<file path="src/rtl/lc3_io_pkg.sv">
// -----------------------------------------------------------------------------
// lc3_io_pkg
// Shared definitions for the LC-3 memory-mapped I/O devices: register
// addresses, status bit positions and the access decode used by the
// keyboard (and later display) register blocks.
// -----------------------------------------------------------------------------
package lc3_io_pkg;

  localparam logic [15:0] KBSR_ADDR      = 16'hFE00;
  localparam logic [15:0] KBDR_ADDR      = 16'hFE02;
  localparam int          KBSR_READY_BIT = 15;
  localparam int          KBSR_IE_BIT    = 14;

  // Which device register (if any) the current bus cycle targets.
  typedef enum logic [1:0] {
    ACC_NONE = 2'd0,
    ACC_KBSR = 2'd1,
    ACC_KBDR = 2'd2
  } kbd_acc_e;

  function automatic kbd_acc_e kbd_decode(input logic        mio_en,
                                          input logic [15:0] addr);
    kbd_acc_e acc;
    acc = ACC_NONE;
    if (mio_en) begin
      if (addr == KBSR_ADDR)      acc = ACC_KBSR;
      else if (addr == KBDR_ADDR) acc = ACC_KBDR;
    end
    return acc;
  endfunction

endpackage

</file>
<file path="src/rtl/kbd_fifo.sv">
// -----------------------------------------------------------------------------
// kbd_fifo
// DEPTH x 8 synchronous FIFO buffering keyboard characters.
//   clk     in   system clock
//   reset   in   synchronous active-high reset (empties the FIFO)
//   push_i  in   write wdata_i at tail (ignored when full)
//   wdata_i in   character to store
//   pop_i   in   advance head (ignored when empty)
//   head_o  out  character at head (valid when !empty_o)
//   full_o  out  DEPTH entries held
//   empty_o out  no entries held
//   count_o out  number of entries held
// -----------------------------------------------------------------------------
module kbd_fifo #(
  parameter int DEPTH = 4
) (
  input  logic                       clk,
  input  logic                       reset,
  input  logic                       push_i,
  input  logic [7:0]                 wdata_i,
  input  logic                       pop_i,
  output logic [7:0]                 head_o,
  output logic                       full_o,
  output logic                       empty_o,
  output logic [$clog2(DEPTH):0]     count_o
);

  localparam int AW = $clog2(DEPTH);

  logic [7:0]    mem_q [DEPTH];
  logic [AW-1:0] wr_ptr_q, rd_ptr_q;
  logic [AW:0]   count_q;
  logic          do_push, do_pop;

  assign full_o  = (count_q == (AW+1)'(DEPTH));
  assign empty_o = (count_q == '0);
  assign count_o = count_q;
  assign head_o  = mem_q[rd_ptr_q];

  assign do_push = push_i && !full_o;
  assign do_pop  = pop_i  && !empty_o;

  // NOTE: storage is deliberately not reset; the pointers and count define
  // which entries are meaningful, so clearing the array would only cost logic.
  always_ff @(posedge clk) begin
    if (do_push) mem_q[wr_ptr_q] <= wdata_i;
  end

  // Pointers wrap naturally because DEPTH is a power of two.
  // NOTE: sequential state uses non-blocking assignments so every register
  // samples pre-edge values regardless of statement order.
  always_ff @(posedge clk) begin
    if (reset) begin
      wr_ptr_q <= '0;
      rd_ptr_q <= '0;
      count_q  <= '0;
    end else begin
      if (do_push) wr_ptr_q <= wr_ptr_q + 1'b1;
      if (do_pop)  rd_ptr_q <= rd_ptr_q + 1'b1;
      case ({do_push, do_pop})
        2'b10:   count_q <= count_q + 1'b1;
        2'b01:   count_q <= count_q - 1'b1;
        default: count_q <= count_q;
      endcase
    end
  end

endmodule

</file>
<file path="src/rtl/lc3_kbd_in.sv">
// -----------------------------------------------------------------------------
// lc3_kbd_in
// LC-3 memory-mapped keyboard input device. Characters arrive on a
// valid/ready stream, are buffered in kbd_fifo, and are read by the CPU
// through KBSR (status/interrupt enable) and KBDR (data).
//   clk       in   system clock
//   reset     in   synchronous active-high reset
//   key_data  in   ASCII character from host
//   key_valid in   key_data valid
//   key_ready out  device accepts a character this cycle
//   mio_en    in   memory/IO access strobe
//   r_w       in   1 = write, 0 = read
//   addr      in   access address
//   data_in   in   CPU write data
//   data_out  out  registered read data, held between accesses
//   hit       out  previous cycle's access targeted KBSR or KBDR
//   intr_req  out  character pending and interrupts enabled
//   overrun   out  sticky: a KBDR read found the FIFO empty
// -----------------------------------------------------------------------------
module lc3_kbd_in
  import lc3_io_pkg::*;
#(
  parameter int DEPTH = 4
) (
  input  logic        clk,
  input  logic        reset,
  input  logic [7:0]  key_data,
  input  logic        key_valid,
  output logic        key_ready,
  input  logic        mio_en,
  input  logic        r_w,
  input  logic [15:0] addr,
  input  logic [15:0] data_in,
  output logic [15:0] data_out,
  output logic        hit,
  output logic        intr_req,
  output logic        overrun
);

  logic [15:0] data_out_q, data_out_d;
  logic        hit_q, hit_d;
  logic        ie_q, ie_d;
  logic        overrun_q, overrun_d;
  logic [7:0]  last_char_q, last_char_d;

  logic        fifo_full, fifo_empty, fifo_pop, fifo_push;
  logic [7:0]  fifo_head;
  logic [$clog2(DEPTH):0] unused_count;
  logic        unused_wdata;
  kbd_acc_e    acc;
  logic [15:0] status;

  assign key_ready = !fifo_full && !reset;
  assign fifo_push = key_valid && key_ready;

  kbd_fifo #(.DEPTH(DEPTH)) u_fifo (
    .clk     (clk),
    .reset   (reset),
    .push_i  (fifo_push),
    .wdata_i (key_data),
    .pop_i   (fifo_pop),
    .head_o  (fifo_head),
    .full_o  (fifo_full),
    .empty_o (fifo_empty),
    .count_o (unused_count)
  );

  // Only the IE and overrun-clear bits of a KBSR write carry meaning.
  assign unused_wdata = ^{data_in[15], data_in[13:1]};

  always_comb begin
    status                 = '0;
    status[KBSR_READY_BIT] = !fifo_empty;
    status[KBSR_IE_BIT]    = ie_q;
  end

  // NOTE: every combinational output gets a default first, so no path
  // through the case leaves a signal unassigned and no latch is inferred.
  always_comb begin
    acc         = kbd_decode(mio_en, addr);
    data_out_d  = data_out_q;
    hit_d       = (acc != ACC_NONE);
    ie_d        = ie_q;
    overrun_d   = overrun_q;
    last_char_d = last_char_q;
    fifo_pop    = 1'b0;
    case (acc)
      ACC_KBSR: begin
        if (r_w) begin
          ie_d = data_in[KBSR_IE_BIT];
          if (data_in[0]) overrun_d = 1'b0;
        end else begin
          data_out_d = status;
        end
      end
      ACC_KBDR: begin
        // Writes to KBDR are ignored apart from asserting hit.
        if (!r_w) begin
          // Emptiness is judged before the edge: a character pushed in this
          // same cycle is not returned and the read counts as an overrun.
          if (!fifo_empty) begin
            data_out_d  = {8'h00, fifo_head};
            last_char_d = fifo_head;
            fifo_pop    = 1'b1;
          end else begin
            data_out_d = {8'h00, last_char_q};
            overrun_d  = 1'b1;
          end
        end
      end
      default: ;
    endcase
  end

  always_ff @(posedge clk) begin
    if (reset) begin
      data_out_q  <= '0;
      hit_q       <= 1'b0;
      ie_q        <= 1'b0;
      overrun_q   <= 1'b0;
      last_char_q <= 8'h00;
    end else begin
      data_out_q  <= data_out_d;
      hit_q       <= hit_d;
      ie_q        <= ie_d;
      overrun_q   <= overrun_d;
      last_char_q <= last_char_d;
    end
  end

  assign data_out = data_out_q;
  assign hit      = hit_q;
  assign overrun  = overrun_q;
  assign intr_req = ie_q && !fifo_empty;

endmodule
</file>
<file path="config.mk">
export PLATFORM = sky130hd
export DESIGN_NAME = lc3_kbd_in
export DESIGN_NICKNAME = d
export VERILOG_FILES = /design/src/rtl/lc3_io_pkg.sv /design/src/rtl/kbd_fifo.sv /design/src/rtl/lc3_kbd_in.sv
export SDC_FILE = /design/constraint.sdc
export NUM_CORES = 1
export LEC_CHECK = 0
export ABC_AREA = 0
export BUFFER_PORTS_ARGS = -buffer_cell sky130_fd_sc_hd__buf_2
export CAP_MARGIN = 20
export CORE_ASPECT_RATIO = 1.1
export CORE_MARGIN = 2
export CORE_UTILIZATION = 30
export CTS_CLUSTER_SIZE = 28
export DETAILED_ROUTE_END_ITERATION = 6
export SYNTH_ARGS = -nofsm -noshare
export SYNTH_HDL_FRONTEND = slang
export SYNTH_HIERARCHICAL = 1
export SYNTH_SLANG_ARGS = --single-unit
</file>
<file path="constraint.sdc">
create_clock -name clk -period 3.5 [get_ports clk]
set_clock_uncertainty 0.1 [all_clocks]
set_input_delay 0.35 -clock clk [delete_from_list [all_inputs] [get_ports clk]]
set_output_delay 0.35 -clock clk [all_outputs]
set_load 0.02 [all_outputs]
</file>
Word-level counts from Yosys, hierarchy flattened
Memory sizes are Yosys's and may differ from the RTL's. A register that Yosys moved wholly into a read port is not among the register bits.
Cells that the tools add are included.
Widths: inputs -> output; s select.

operators by class
  muxes and demuxes = 20
  bitwise operators = 2
  equality and inequality tests = 12
  reduce and logical (&&, ||, !) cells = 16
  $add $sub $neg = 4

operators by type and width
  kind                  number
  $eq 16x16->1 const B  2
  $mux 16               2
  $pmux 16 s2           1
  $mux 2                5
  $ne 2x2->1 const B    5
  $mux 1                9
  $mux 8                1
  $pmux 3 s2            1
  $reduce_and 3->1      2
  $reduce_bool 2->1     3
  $logic_and 1x1->1     5
  $reduce_and 5->1      1
  $add 2x1->2 const B   2
  $eq 2x1->1 const B    2
  $eq 2x2->1 const B    2
  $add 3x1->3 const B   1
  $eq 3x3->1 const B    1
  $logic_not 1->1       3
  $logic_not 3->1       1
  $sub 3x1->3 const B   1
  $not 1->1             2
  $pmux 1 s2            1
  $reduce_and 2->1      1

word-level totals
  memories kept = 1
  flip-flop bits (word level) = 34
  output and inout bits = 20
  word-level logic and storage cells = 63
  bits in writable memories = 32
  input bits = 45

memories
  name          words  width  read ports  clocked after memory_dff  wr ports  RTL line        RTL
  u_fifo.mem_q  4      8      1           1                         1         kbd_fifo.sv:30  logic [7:0] mem_q [DEPTH];

Depth between registers and ports, before layout
  word-level depth = 9
  depth in mapped cells = 13
  gate-level depth less buffers = 12

Modules after synthesis
The synthesis kept the hierarchy.

modules (own cells, without submodules)
  module      cells each  seq. area each (µm²)  times used  area each (µm²)
  kbd_fifo    96          1141.1                1           1635.3
  lc3_kbd_in  126         420.4                 1           1137.3

Worst setup path before layout
No wires, ideal clock.

  path kind = reg-to-reg
  start point = register u_fifo.count_q[0], in the netlist u_fifo/count_o[0]
  end point = register u_fifo.count_q[2], in the netlist u_fifo/count_o[2]
  data required time = 3.330 ns
  period minus slack after synthesis = 2.644 ns
  path slack = 0.856 ns
  arrival = 2.474 ns
  buffers on the path = 1
  setup time = 0.070 ns
  cell stages (with the launch flop) = 14
  path through = dfxtp_1 -> nor3_2 -> nor2b_1 -> clkbuf_1 -> nand2b_1 -> nor2_1 -> o31ai_2 -> inv_1 -> ha_1 -> inv_1 -> fa_1 -> xor2_1 -> or3_1 -> a21oi_1

between the ends
  longest elaborated chain between the ends = 7
  elaborated cells between the ends (all ways) = 17
  classes of those cells = add/sub: 2; eq/ne: 3; mux: 4; reduce/logical: 8

RTL lines
  element                                                 RTL line           RTL
  start: declaration                                      kbd_fifo.sv:32     logic [AW:0] count_q;
  start signal: assignment                                kbd_fifo.sv:61     2'b10: count_q <= count_q + 1'b1;
  start signal: assignment                                kbd_fifo.sv:62     2'b01: count_q <= count_q - 1'b1;
  start signal: assignment                                kbd_fifo.sv:63     default: count_q <= count_q;
  $logic_not 3->1 *                                       kbd_fifo.sv:36     assign empty_o = (count_q == '0);
  net fifo_empty                                          lc3_kbd_in.sv:46   logic fifo_full, fifo_empty, fifo_pop, fifo_push;
  $mux 1 *                                                lc3_kbd_in.sv:101  if (!fifo_empty) begin
  $mux 1 *                                                lc3_kbd_in.sv:98   if (!r_w) begin
  $mux 1 *                                                lc3_kbd_in.sv:87   case (acc)
  net fifo_pop                                            lc3_kbd_in.sv:46
  $logic_and 1x1->1 *                                     kbd_fifo.sv:41     assign do_pop = pop_i && !empty_o;
  net u_fifo.do_pop                                       kbd_fifo.sv:33     logic do_push, do_pop;
  $eq 2x1->1 / $eq 2x2->1 (equally long branches)         kbd_fifo.sv:60     case ({do_push, do_pop})
  $pmux 3 s2 / $reduce_bool 2->1 (equally long branches)  n/a

Mark *: on every way through the listed nets, which the timed path passes. The rest lies on a longest branch.
A chain may end at the register's enable or synchronous reset.

Worst setup path after layout
Ends and elaborated chain as after synthesis.

==> results.md <==
* Mapped Cells at 222
* Worst slew margin relative to its limit at 63.7%
* Async SR Flop Fraction at 0%
* Share of layout cells above drive strength 1 at 29.5%
* Postcts setup bufs at 0
* Fillcell total at 898
* Yosys cell types at 36
* Reg2reg start: u_fifo/count_o[0]
* CTS clock-pin slew for the worst setup and hold paths at 70 ps
* Prevailing post-synth register cell: edfxtp_1
* Clk Latency, worst-skew pair at 340 ps
* Worst EP required at 3670 ps
* Crit-path cells: nor3_2, nor2b_1, nand2b_1, nor2_1, o31ai_2, inv_1, ha_1, inv_1, fa_1, xor2_1, or3_1, a21oi_1
* CP dominant cell by count: inv_1
* FF-to-FF path depth at 12
* Crit. End Element: flip-flop
* Max-cap violations at 0
* Met2 Wirelength at 2510 um
* Die Ht at 105 um
* Max-slew violations at 0
* WL/cell at 14.3 um
* CTS max path bufs at 2
* DIE AREA at 10000 um2
* Final nets at 317
* Final wirelength at 5520 um
* Pin count of the biggest net entering global routing at 32
* Post-DP HPWL at 3750 um
* Vias post-DR at 1845
* CTS root buffer: clkbuf_8
* Peak VDD IR at 0.000259 V
* Final period utilization at 77.9%
* Count of final hold-check violations at 0
* Area delta synth->final at 17.5%
* First-pass GRT wire length at 8590 um
* Critical path type: flip-flop to flip-flop
* CP Max Fanout at 9
* WHS at 122 ps
* CTS Sinks at 62
* Iteration-0 DRC Markers at 79
* Status: finished clean
* Slew @ Worst Pin at 543 ps
* Routed length on met3 at 396 um
* Antenna violations before repair at 0
* Chip width at 95.7 um
* Fin area at 3260 um2
* YS warnings at 6
* CTS Hold Bufs at 0
* Worst Setup SP: u_fifo/count_o[0]
* Number of global-route vias before repair at 1725
* RSZ-0062 raised after global routing: false
* Fmax at 367 MHz
* RR Endpoint: u_fifo/count_o[2]
* Cts repair resizes at 0
* IO Pins at 65
* Final setup TNS at 0 ps
* EDFF count, synth at 32
* H-Tree Level Count at 3
* Slowest CP cell: dfxtp_1
* GPL Wtd Cong at 0.696
* Grt total ovfl at 0
* Reg-to-reg slack, setup at 770 ps
* Port bufs at 44
* Share of the yosys chip area belonging to registers at 56.3%
* LEAKAGE at 1.23 nW
* Post-DP Area at 3080 um2
* PwrDens at 442 nW/um2
* Worst setup SP type: flip-flop
* Worst setup path end: u_fifo/count_o[2]
* FF+latch count, synth at 62
* Tot GR Track Use at 11.5%
* TritonCTS clock tree: done
* WP data arrival at 2900 ps
* Post-Synthesis Cell Area at 2770 um2
* Tot Pwr at 1.44 mW
* Crit path time final at 2730 ps
* Post-synthesis average cell area at 12.5 um2
* Post-route ant nets at 0
* Min-delay worst type: primary input to flip-flop
* DRC errors left at 0
* Metal1 wirelength at 2560 um
* Finish-stage setup viols at 0
* Drt first pass iters at 4
* Num CTS Buffers at 9
* Highest metal used: met4
* CP peak stage delay at 470 ps
* FP Rows at 36
* Initial core utilization at 31.1%
* Core Region at 8920 um2
* Antenna cell count at 0
* Via density at 4.79
-- state kept, by name, summed over array words and instances, names as in the netlist, named ones only --
name,flops
u_fifo/mem_q,32
overrun,1
u_fifo/wr_ptr_q,2
last_char_q,8
data_out,10
u_fifo/count_o,3
ie_q,1
hit,1
u_fifo/rd_ptr_q,2
-- metal layers --
layer | vias up | track usage (%)
met5 | - | 0
met4 | 0 | 5.00
met3 | 4 | 4.11
met2 | 61 | 17.2
met1 | 880 | 14.8
li1 | 900 | -
-- worst min-delay path by stage --
stage,depth (start not counted),startpoint,slack [ps],to
after detailed placement,2,last_char_q[0],370,last_char_q[0]
after global placement,2,last_char_q[2],360,last_char_q[2]
after floorplan,0,key_data[0],350,u_fifo/mem_q[0][0]
final,1,key_data[3],120,u_fifo/mem_q[3][3]
after global routing,1,key_data[3],110,u_fifo/mem_q[1][3]
after CTS,1,key_data[3],110,u_fifo/mem_q[0][3]
-- layout make-up --
class / instances / area [um2] / share of cell area [%]
inverter: 8 / 30.0 / 0.922
multi-input combinational: 137 / 1100 / 33.7
tap: 114 / 143 / 4.38
timing repair buffer: 48 / 250 / 7.68
clock inverter: 7 / 50.0 / 1.54
clock buffer: 9 / 124 / 3.80
sequential: 62 / 1560 / 47.9
-- cell usage after synthesis (5+ instances only) --
master	n	area, um2
edfxtp_1	32	961
dfxtp_1	30	601
o21ai_0	22	110
a21oi_1	15	75.1
nor2b_1	12	75.1
mux2i_1	9	90.1
nor2_1	9	33.8
inv_1	8	30.0
mux4_2	8	180
nand4b_1	8	70.1
o41ai_1	8	70.1
clkbuf_1	7	26.3
buf_4	6	45.0
and2_1	5	31.3
ha_1	5	62.6
-- cell usage in the layout, fill, tap and decap left out, types with 2 or more instances in the layout --
master and count:
ha_1 5, a21oi_1 15, conb_1 6, clkinv_4 3
or4_1 2, nor2_1 9, edfxtp_1 32, dfxtp_1 30
o21ai_0 22, buf_2 44, nand4_2 2, or3_1 3
nor2b_1 12, nand2b_1 4, buf_4 4, o41ai_1 8
and2_1 5, clkinv_2 3, mux2i_1 9, nand4b_1 8
inv_1 8, xor2_1 3, nand2_1 4, and4_1 2
clkbuf_8 9, mux4_2 8
-- critical path: cells and delay by family (launching register included) --
family	cells	cell delay (ps)
XOR/XNOR	1	160
AND/OR/NAND/NOR	5	1010
buffers and inverters	2	140
adder cells (fa/ha/maj)	2	540
AO/OA/AOI/OAI	2	260
flip-flops	1	470
-- per-stage QoR --
step,setup slack (ps),instances,utilization [%]
final,775,385,36.5
after CTS,786,385,36.5
after detailed placement,718,369,34.6
after global placement,792,369,34.6
after global routing,585,385,36.5
after floorplan,856,227,-
-- report_power, final --
group | leakage (nW) | internal (mW) | switching [mW]
Clock | 0.0933 | 0.259 | 0.306
Sequential | 0.533 | 0.773 | 0.00577
Combinational | 0.600 | 0.0376 | 0.0592
-- cells by family after synthesis --
kind of cell    Yosys count  synth area share, %
buf+inv                  28                 4.74
xor+xnor                  3                0.948
flops                    62                 56.3
fa+ha+maj                 6                 2.98
mux                      17                 9.75
simple gates             58                 15.1
other cells               1                0.135
compound gates           47                 10.0
(Power assumes the default switching activity.)
